[src/rtl/fifo_flex_if.sv]
// fifo_flex_if: handshake/data bundle between a fifo_flex and its user.
//   master : user side (drives clr, wr_en, din, rd_en; observes data/status)
//   slave  : FIFO side (observes requests; drives dout and all status)
// Signals:
//   clr          synchronous flush request
//   wr_en / din  write request and data (B bits)
//   rd_en        read request
//   dout         read data (B bits)
//   full, empty, almost_full, almost_empty   registered occupancy flags
//   count        words stored ($clog2(N+1) bits)
//   overflow, underflow                       sticky error flags
interface fifo_flex_if #(
   parameter int B = 16,
   parameter int N = 16
);
   logic                     clr;
   logic                     wr_en;
   logic [B-1:0]             din;
   logic                     rd_en;
   logic [B-1:0]             dout;
   logic                     full;
   logic                     empty;
   logic                     almost_full;
   logic                     almost_empty;
   logic [$clog2(N+1)-1:0]   count;
   logic                     overflow;
   logic                     underflow;

   modport master (
      output clr, wr_en, din, rd_en,
      input  dout, full, empty, almost_full, almost_empty, count, overflow, underflow
   );

   modport slave (
      input  clr, wr_en, din, rd_en,
      output dout, full, empty, almost_full, almost_empty, count, overflow, underflow
   );
endinterface

[src/rtl/fifo_flex.sv]
// fifo_flex: parametrised synchronous FIFO with arbitrary depth, selectable
// standard / first-word-fall-through read mode, programmable almost thresholds,
// occupancy count, sticky overflow/underflow flags and synchronous flush.
// Ports:
//   clk  rising-edge clock
//   rst  asynchronous active-high reset
//   bus  fifo_flex_if.slave (clr, wr_en, din, rd_en in; dout and status out)
// Parameters: B data width, N depth (>=2), FWFT read mode,
//             AF_TH almost-full threshold, AE_TH almost-empty threshold.
module fifo_flex #(
   parameter int B     = 16,
   parameter int N     = 16,
   parameter int FWFT  = 0,
   parameter int AF_TH = N - 2,
   parameter int AE_TH = 2
) (
   input  logic         clk,
   input  logic         rst,
   fifo_flex_if.slave   bus
);
   localparam int CW = $clog2(N + 1);
   localparam int PW = (N > 1) ? $clog2(N) : 1;

   logic [B-1:0]  r_mem [N];
   logic [PW-1:0] r_wptr;
   logic [PW-1:0] r_rptr;
   logic [CW-1:0] r_count;
   logic          r_full;
   logic          r_empty;
   logic          r_af;
   logic          r_ae;
   logic          r_ov;
   logic          r_un;
   logic [B-1:0]  r_dout;

   logic          w_wr_acc;
   logic          w_rd_acc;
   logic [PW-1:0] w_wptr_nxt;
   logic [PW-1:0] w_rptr_nxt;
   logic [CW-1:0] w_count_nxt;
   logic [B-1:0]  w_head_nxt;

   // Pointers wrap explicitly at N-1 so any depth works.
   function automatic logic [PW-1:0] ptr_inc(input logic [PW-1:0] p);
      return (p == PW'(N - 1)) ? '0 : p + PW'(1);
   endfunction

   always_comb begin
      // Acceptance uses registered flags only, so a same-cycle pop never
      // frees room for a write and a same-cycle push never feeds a read.
      w_wr_acc    = bus.wr_en && !r_full;
      w_rd_acc    = bus.rd_en && !r_empty;
      w_wptr_nxt  = w_wr_acc ? ptr_inc(r_wptr) : r_wptr;
      w_rptr_nxt  = w_rd_acc ? ptr_inc(r_rptr) : r_rptr;
      w_count_nxt = r_count;
      case ({w_wr_acc, w_rd_acc})
         2'b10:   w_count_nxt = r_count + CW'(1);
         2'b01:   w_count_nxt = r_count - CW'(1);
         default: w_count_nxt = r_count;
      endcase
      // Head word after this edge; when the word being written becomes the
      // head (FIFO empty after any pop) it is bypassed from din since the
      // memory write has not landed yet.
      w_head_nxt = (w_wr_acc && (w_rptr_nxt == r_wptr)) ? bus.din : r_mem[w_rptr_nxt];
   end

   // Storage is never reset.
   always_ff @(posedge clk) begin
      if (!rst && !bus.clr && w_wr_acc)
         r_mem[r_wptr] <= bus.din;
   end

   always_ff @(posedge clk or posedge rst) begin
      if (rst) begin
         r_wptr  <= '0;
         r_rptr  <= '0;
         r_count <= '0;
         r_full  <= 1'b0;
         r_empty <= 1'b1;
         r_af    <= 1'b0;
         r_ae    <= 1'b1;
         r_ov    <= 1'b0;
         r_un    <= 1'b0;
         r_dout  <= '0;
      end else if (bus.clr) begin
         r_wptr  <= '0;
         r_rptr  <= '0;
         r_count <= '0;
         r_full  <= 1'b0;
         r_empty <= 1'b1;
         r_af    <= 1'b0;
         r_ae    <= 1'b1;
         r_ov    <= 1'b0;
         r_un    <= 1'b0;
         r_dout  <= '0;
      end else begin
         r_wptr  <= w_wptr_nxt;
         r_rptr  <= w_rptr_nxt;
         r_count <= w_count_nxt;
         r_full  <= (w_count_nxt == CW'(N));
         r_empty <= (w_count_nxt == '0);
         r_af    <= (w_count_nxt >= CW'(AF_TH));
         r_ae    <= (w_count_nxt <= CW'(AE_TH));
         if (bus.wr_en && r_full)
            r_ov <= 1'b1;
         if (bus.rd_en && r_empty)
            r_un <= 1'b1;
         if (FWFT != 0) begin
            // Registered look-ahead of the head; holds last head when empty.
            if (w_count_nxt != '0)
               r_dout <= w_head_nxt;
         end else if (w_rd_acc) begin
            r_dout <= r_mem[r_rptr];
         end
      end
   end

   assign bus.dout         = r_dout;
   assign bus.count        = r_count;
   assign bus.full         = r_full;
   assign bus.empty        = r_empty;
   assign bus.almost_full  = r_af;
   assign bus.almost_empty = r_ae;
   assign bus.overflow     = r_ov;
   assign bus.underflow    = r_un;
endmodule

[src/flat_wrapper.sv]
// flat-port wrapper written by rule: the top's interface ports become plain ports
module fifo_flex_flat 
#(
   parameter int B     = 16,
   parameter int N     = 16,
   parameter int FWFT  = 0,
   parameter int AF_TH = N - 2,
   parameter int AE_TH = 2
)
  (clk, rst, bus_clr, bus_wr_en, bus_din, bus_rd_en, bus_dout, bus_full, bus_empty, bus_almost_full, bus_almost_empty, bus_count, bus_overflow, bus_underflow);
  fifo_flex_if #(.B(B), .N(N)) bus_i ();
  input  logic clk;
  input  logic rst;
  input wire logic [$bits(bus_i.clr)-1:0] bus_clr;
  input wire logic [$bits(bus_i.wr_en)-1:0] bus_wr_en;
  input wire logic [$bits(bus_i.din)-1:0] bus_din;
  input wire logic [$bits(bus_i.rd_en)-1:0] bus_rd_en;
  output wire logic [$bits(bus_i.dout)-1:0] bus_dout;
  output wire logic [$bits(bus_i.full)-1:0] bus_full;
  output wire logic [$bits(bus_i.empty)-1:0] bus_empty;
  output wire logic [$bits(bus_i.almost_full)-1:0] bus_almost_full;
  output wire logic [$bits(bus_i.almost_empty)-1:0] bus_almost_empty;
  output wire logic [$bits(bus_i.count)-1:0] bus_count;
  output wire logic [$bits(bus_i.overflow)-1:0] bus_overflow;
  output wire logic [$bits(bus_i.underflow)-1:0] bus_underflow;
  assign bus_i.clr = bus_clr;
  assign bus_i.wr_en = bus_wr_en;
  assign bus_i.din = bus_din;
  assign bus_i.rd_en = bus_rd_en;
  assign bus_dout = bus_i.dout;
  assign bus_full = bus_i.full;
  assign bus_empty = bus_i.empty;
  assign bus_almost_full = bus_i.almost_full;
  assign bus_almost_empty = bus_i.almost_empty;
  assign bus_count = bus_i.count;
  assign bus_overflow = bus_i.overflow;
  assign bus_underflow = bus_i.underflow;
  fifo_flex #(.B(B), .N(N), .FWFT(FWFT), .AF_TH(AF_TH), .AE_TH(AE_TH)) u_core (.clk(clk), .rst(rst), .bus(bus_i));
endmodule
[config.mk]
export PLATFORM = sky130hd
export DESIGN_NAME = fifo_flex_flat
export DESIGN_NICKNAME = d
export VERILOG_FILES = /design/src/rtl/fifo_flex_if.sv /design/src/rtl/fifo_flex.sv /design/src/flat_wrapper.sv
export SDC_FILE = /design/constraint.sdc
export NUM_CORES = 1
export LEC_CHECK = 0
export ABC_CLOCK_PERIOD_IN_PS = 7900
export CORE_AREA = 2 2 172 174
export DETAILED_ROUTE_END_ITERATION = 12
export DIE_AREA = 0 0 174 176
export MAX_ROUTING_LAYER = met4
export PLACE_DENSITY = 0.62
export RECOVER_POWER = 100
export SYNTH_ARGS = -nofsm -noshare
export SYNTH_HDL_FRONTEND = slang
export SYNTH_SLANG_ARGS = --single-unit
[constraint.sdc]
create_clock -name clk -period 7.9 [get_ports clk]
set_clock_uncertainty 0.1 [all_clocks]
set_input_delay 0.79 -clock clk [delete_from_list [all_inputs] [get_ports clk]]
set_output_delay 0.79 -clock clk [all_outputs]
set_load 0.01 [all_outputs]
==> results.txt, run 1 <==
- Core area: roughly 29000 um2
- The final count of pins violating max slew was approximately 260.
- The floorplan step defined a die boundary enclosing around 31000 um2.
- The commonest cells after synthesis are 256 x edfxtp_1, 61 x mux4_2, 45 x a21oi_1, 42 x nor2_1, 33 x dfrtp_1.
- Clock Latency Late Sink: around 0.56 ns
- The min-delay analysis places its worst path in the category reg -> reg.
- In this run the worst path has a maximum fanout of 39.
- Upper clock frequency limit: ~230 MHz
* Worst-case vdd ir drop: roughly 0.17 mV
- Dividing total power by cell area gives a power density of around 270 nW/um2.
- 1st-iter DRT viols: between 400 and 500
- Number of max-cap violations: 15
- Summing over every cut layer, the via total after detailed routing is ~5800.
- For the pin with the worst max-slew slack, the measured transition is 1.945 ns.
* Proportion of register bits with asynchronous set or reset after synthesis: 0.1203
* Global route total overflow: 0
- Pin placement for this block handled 48 I/O pins.
- Vias in the first global route: between 5000 and 6000
- The largest total area in the synthesized netlist belongs to edfxtp_1.
- Violations in the final reports: max-capacitance violations, max-slew violations
* Number of hold-slack violations in the final timing report: 0
- Die Width: around 170 um
- Detail-routed net length per standard cell: between 20 and 25 um
- In this design, the stage delay of the slowest critical-path cell is between 1 and 1.5 ns.
- In this run the tool buffered the top-level ports with 47 buffer cells.
- 0 antenna diodes ended up in the layout.
* Drt first pass iters: 4
- The worst setup path is of the in -> reg kind.
- Combinational family with the most area after synthesis: multiplexers
- Number of buffers on the longest clock path: 3
- After synthesis, the cell types taking the most area are edfxtp_1 68%, mux4_2 12%, dfrtp_1 7.3%.
* Antenna violations before repair: 0
- At the end of routability-driven placement, the weighted congestion stood at about 0.78.
- The initialized floorplan defines 62 standard-cell rows.
- Hold Slack: slightly below 0.4 ns
- Post-synthesis share of cell area spent on and, or, nand and nor gates: 0.03191
- Die Ht: about 180 um
* Post-synthesis area per instance: a little under 20 um2
* H-tree depth reported by CTS: 1
- Seq cells post-synth: a little under 300
* Post-cts repair resize count: 0
* Wire length of the first global-routing pass: between 30000 and 40000 um
- Critical Path AT: about 4.7 ns
- Crit share post-route: 0.5448
* Slowest stage cell on the critical path: nand2b_1
- The tree is rooted in a clkbuf_16.
- Share of the synthesized area in compound gates (AO/OA/AOI/OAI): 0.05193
- Minimum clock period: about 4.3 ns
* Final nets: between 600 and 700
- For this run, global-route usage on met1 was measured as 0.2158.
- In the routed design, unresolved DRC markers number 0.
- Worst slack after detailed placement: ~3.8 ns
* Outcome: finished, violations left
- Sequential-to-total area share from yosys stat: 0.7532
- Yosys mapped a number of flops with a built-in enable equal to ~260.
- Startpoint class of the critical path: primary input
- For this run, global-route usage on met3 was measured as 0.03316.
- Setup TNS: 0 ns
* Utilization after layout: 0.4597
- Routing usage on met2: 0.2754
* Total wire length: 24570 um
- For this run, the number of Yosys warnings is 0.
* Area share of the leading cell type in the synthesized netlist: 0.6760
- Once routing completed, OpenROAD measured the worst setup slack at 3.596 ns.
- Of the post-synthesis cell area, the part taken by muxes is 0.1286.
- Final setup vio count: 0
- Counting the buffers created by CTS gives 30.
- Setup repair after global routing left no endpoint under its margin.
- Measured against its own limit, the worst slew margin works out to -0.2966.
* GRT Util Overall: 0.1682
* Req. time, crit path: 8.27 ns
- Maximum number of pins on one net before global-route repair: slightly below 70
- Gate Count Post-Synth: 588
- Of the cells placed in the final design, the portion with a size suffix greater than 1 is 0.1729.
- Synth-to-Final Area Change: 15.40%
- Clock tree synthesis found a total of 291 sinks.
- Layer with the highest usage after global routing: met2
* TritonCTS clock tree: yes
- After clock tree synthesis, the clock-pin slew on the worst setup and hold paths is about 0.060 ns.
* Number of buffers inserted by post-CTS setup repair: 0
- Static Leak: between 4 and 5 nW
- Effective utilization at floorplan: 0.3984
* Fraction of the mapped netlist area in adder cells: 0.007702
- After clock tree synthesis, the flow added hold-fix buffers numbering 0.
- Post-synthesis xor/xnor area fraction: 0.005391
* Dominant cell by count in the synthesized netlist: edfxtp_1
- Residual antenna-violating net count after detailed routing: 0
* Via-per-instance ratio: between 5 and 6
- Counting every net in the synthesized netlist gives just over 600.
- Traced cell by cell, the critical path runs through dlygate4sd3_1 > nand2b_1 > inv_1 > ha_1 > or2_0 > a21o_1 > o221a_2 > and2_0 > a41o_1.
- The wire-length estimate of the detail-placed layout is ~15000 um.
- Capturing element type of the critical path: flop
- In the synthesized netlist the dominant register cell turns out to be edfxtp_1.
* Mapped Area: about 11000 um2
* Count of different cell masters after synthesis: 42
[cells by family (layout without fill, tap and decap cells)]
family | after synthesis | count (layout)
simple gates | 83 | 83
compound gates | 93 | 93
fa+ha+maj | 7 | 7
flops | 291 | 291
mux | 65 | 65
xor+xnor | 7 | 7
buf+inv | 42 | 119
[stage by stage]
stage,std cells,area (um2),power [mW]
floorplan,588,11370,2.093
global placement,995,12250,2.233
detailed placement,995,12250,2.246
CTS,1049,13200,3.606
global route,1049,13120,3.687
finish,1049,13120,3.560
[power breakdown]
group	internal, mW	leakage [nW]	switching, mW
Combinational	0.201	1.04	0.229
Sequential	1.71	2.77	0.0500
Clock	0.795	0.458	0.570
Total	2.71	4.27	0.849
[final timing paths]
kind | startpoint | to | slack, ns | cells after the start
min in group asynchronous | rst | u_core.bus.dout[10] | 0.69 | 2
max reg2reg | u_core.bus.empty | u_core.bus.almost_empty | 3.78 | 8
max | bus_rd_en | u_core.bus.almost_empty | 3.60 | 9
min | u_core.bus.underflow | u_core.bus.underflow | 0.39 | 2
max in group asynchronous | rst | u_core.r_rptr[1] | 5.56 | 3
min reg2reg | u_core.bus.underflow | u_core.bus.underflow | 0.39 | 2
[final cells by class]
type                    count  area, um2
clock buffers              37      777.0
repair buffers             58      530.5
inverters                   7      26.28
fillers                  2437      15420
well taps                 384      480.5
flip-flops and latches    291       8567
multi-input cells         255       2565
clock inverters            17      177.7
[layout by cell type (no fill, tap or decap), types with 4 or more instances in the layout]
master         instances
dlygate4sd3_1         46
nor3_1                 8
nor2_1                42
clkinv_2               5
dfrtp_1               32
nand2_1               19
inv_1                  4
clkbuf_16             30
xor2_1                 5
ha_1                   7
edfxtp_1             256
a21oi_1               45
clkinv_1               5
buf_4                  5
a22oi_1               32
clkbuf_1              13
mux4_2                61
[sequential cells by signal, summed over array words and instances, names as in the netlist]
| signal | count |
|---|---|
| u_core.bus.almost_empty | 1 |
| u_core.bus.almost_full | 1 |
| u_core.bus.count | 5 |
| u_core.bus.dout | 16 |
| u_core.bus.empty | 1 |
| u_core.bus.full | 1 |
| u_core.bus.overflow | 1 |
| u_core.bus.underflow | 1 |
| u_core.r_mem | 256 |
| u_core.r_rptr | 4 |
| u_core.r_wptr | 4 |
[critical path: cells and delay by family]
family | cells | cell delay (ns)
simple gates | 3 | 1.63
compound gates | 3 | 0.70
fa+ha+maj | 1 | 0.55
buf+inv | 2 | 0.99
[layer usage]
layer | up-vias | part of all wire
met5 | - | 0
met4 | 0 | 0.027
met3 | 53 | 0.065
met2 | 210 | 0.50
met1 | 3019 | 0.41
li1 | 2487 | -
Power figures use the tool's default switching activity.
==> run 2, diff against run 1 <==
--- a/config.mk
+++ b/config.mk
@@ -5,7 +5,7 @@
 export SDC_FILE = /design/constraint.sdc
 export NUM_CORES = 1
 export LEC_CHECK = 0
-export ABC_CLOCK_PERIOD_IN_PS = 7900
+export ABC_CLOCK_PERIOD_IN_PS = 4000
 export CORE_AREA = 2 2 172 174
 export DETAILED_ROUTE_END_ITERATION = 12
 export DIE_AREA = 0 0 174 176
==> constraint.sdc (replaced) <==
create_clock -name clk -period 4 [get_ports clk]
set_clock_uncertainty 0.1 [all_clocks]
set_input_delay 0.4 -clock clk [delete_from_list [all_inputs] [get_ports clk]]
set_output_delay 0.4 -clock clk [all_outputs]
set_load 0.01 [all_outputs]
==> results.txt, run 2 (synthesis results as in run 1) <==
- The run finished, with violations left.
* Violations in the final reports: max-capacitance violations, max-slew violations
- Of the cells placed in the final design, the portion with a size suffix greater than 1 is 0.1922.
* Maximum number of pins on one net before global-route repair: 38
- The die covers slightly above 30000 um2.
- In the final layout, the multi-input gates occupy ~2600 um2.
- Of all nets on the critical path, the largest fanout is 37.
- Die Ht: 176 um
- Crit share post-route: 0.8218
- Worst-case vdd ir drop: roughly 0.52 mV
- Final nets: about 700
- Total wire length: 24770 um
- The root buffer cell chosen for the clock tree is clkbuf_16.
- Number of buffers on the longest clock path: 3
* Worst slack after detailed placement: 0.8548 ns
* Cell occurring most often along the worst timing path: a21oi_1
- Startpoint class of the critical path: flop
* Final setup vio count: 0
- Worst Max-Slew Pin Slew: ~1.9 ns
- For this configuration, the core starts out at a cell density of 0.3984.
* Upper clock frequency limit: 304.2 MHz
- Counting every sink on the clock net gives 291.
- Relative to the synthesized area, the layout overhead comes to 16.78%.
- The signal on the critical path passes through buf_4 > mux4_2 > a22oi_1 > a21oi_1 > a21oi_1 > nor2_1.
- Dividing the detail-routed via count by the number of cells gives around 5.5.
- The via count of the first global-routing pass came to around 6400.
- Buffers added to address setup during post-CTS repair amount to 0.
- Global route total overflow: 0
* Die Width: roughly 170 um
- Setup TNS: 0 ns
* Clock slew at reported path FFs: approximately 0.06 ns
* Capturing element type of the critical path: flop
* Startpoint-to-endpoint class of the critical path: reg -> reg
* Clock Latency Late Sink: between 0.5 and 0.6 ns
- Worst setup startpoint: u_core.r_rptr[1]
- Input and output buffers added on the ports amount to 47.
- The number of antenna diodes in the final layout is 0.
- Buf/Inv on CP: 1
* 1st-iter DRT viols: approximately 540
- Post-cts repair resize count: 0
- For this run, the slowest stage of the critical path takes 1.61 ns.
- The kind of cell with the highest combined delay along the critical path is flip-flops.
* Final weighted congestion in routability-driven placement: between 0.7 and 0.8
- GRT Util Overall: 0.1705
- Most common cell after layout, fill and taps aside: edfxtp_1
- The floorplan step defined a core boundary enclosing about 29000 um2.
* Detail-routed net length per standard cell: ~23 um
- The final count of hold timing violations came to 0.
- Register ranked first by flip-flop count: u_core.r_mem
- The floorplan has 62 rows.
- Startpoint of the most critical register-to-register path: u_core.r_rptr[1]
* Worst hold path class: in -> async
* Register cell area after layout: ~8600 um2
* Worst path setup slack after routing: 0.7129 ns
* Wire length of the first global-routing pass: roughly 38000 um
- The final count of pins violating max slew is 97.
- Top library cells by usage in the layout, fill and taps aside: 256 x edfxtp_1, 61 x mux4_2, 45 x a21oi_1, 45 x dlygate4sd3_1, 38 x nor2_1
- Across all layers, the routed design uses 5968 vias.
- In this run the number of H-tree levels came out at 1.
* Residual antenna-violating net count after detailed routing: 0
* CTS buffer count: 30
- After layout, the minimum clock period comes to between 3 and 4 ns.
- The filler cells instantiated in the layout total around 2500.
- Static Leak: between 4 and 5 nW
- Power Density: ~520 nW/um2
* Number of max-cap violations: 3
* Req. time, crit path: 4.26 ns
* Drt first pass iters: 5
* Slowest stage cell on the critical path: dfrtp_1
- The register with the most flip-flops in the layout has roughly 260 of them.
- In the routed design, unresolved DRC markers number 0.
* TritonCTS clock tree: yes
* Critical Path AT: ~3.5 ns
- Antenna violations before repair: 0
- In this run, post-CTS hold repair placed 0 buffers.
- In this run the tightest slew margin relative to its limit is -0.2696.
* Total I/O pin count: 48
- Setup repair after global routing left no endpoint under its margin.
- Detailed placement HPWL: ~15000 um
[run 2: cell count changes in the layout (fill, tap and decap cells not counted), sizes merged, moves of 2 or more]
| cell | delta |
|---|---|
| buf | +11 |
| clkbuf | +10 |
| clkinv | +7 |
| clkinvlp | -2 |
| inv | +2 |
[run 2: layout make-up]
| type | instances | share of cell area |
|---|---|---|
| clock buffer | 33 | 0.05738 |
| sequential | 291 | 0.6453 |
| inverter | 7 | 0.001979 |
| multi-input combinational | 255 | 0.1946 |
| tap | 384 | 0.03618 |
| timing repair buffer | 83 | 0.05106 |
| clock inverter | 23 | 0.01347 |
[run 2: through the flow]
stage / instances / utilization / cell area [um2] / hold WS (ns) / total power [mW]
after CTS: 1076 / 0.4690 / 13390 / 0.08178 / 7.073
after global placement: 1020 / 0.4361 / 12450 / 0.3844 / 4.394
final: 1076 / 0.4652 / 13280 / 0.2177 / 6.966
after global routing: 1076 / 0.4652 / 13280 / 0.2530 / 7.241
after floorplan: 588 / - / 11370 / 0.3989 / 4.133
after detailed placement: 1020 / 0.4361 / 12450 / 0.4101 / 4.424
[run 2: final timing paths]
| kind | slack, ns | cells after the start | endpoint |
|---|---|---|---|
| setup / recovery | 0.71 | 6 | u_core.bus.dout[9] |
| max in group asynchronous | 1.64 | 3 | u_core.r_rptr[0] |
| hold / removal | 0.22 | 2 | u_core.bus.dout[0] |
| setup reg to reg | 0.71 | 6 | u_core.bus.dout[9] |
| hold reg to reg | 0.41 | 2 | u_core.bus.overflow |
| min in group clk | 0.39 | 3 | u_core.bus.overflow |
[run 2: per-layer routing]
layer / vias up / part of all wire / track usage
met5: - / 0 / -
met4: 0 / 0.023 / 0.04447
met3: 46 / 0.056 / 0.02993
met2: 194 / 0.50 / 0.2844
met1: 3191 / 0.42 / 0.2187
li1: 2537 / - / -
[run 2: where the power goes]
part	internal (mW)	leakage, nW	switching [mW]	total, mW
clock network	1.50	0.463	1.13	2.64
logic	0.411	1.13	0.420	0.831
registers	3.39	2.77	0.113	3.50
total	5.30	4.36	1.66	6.97
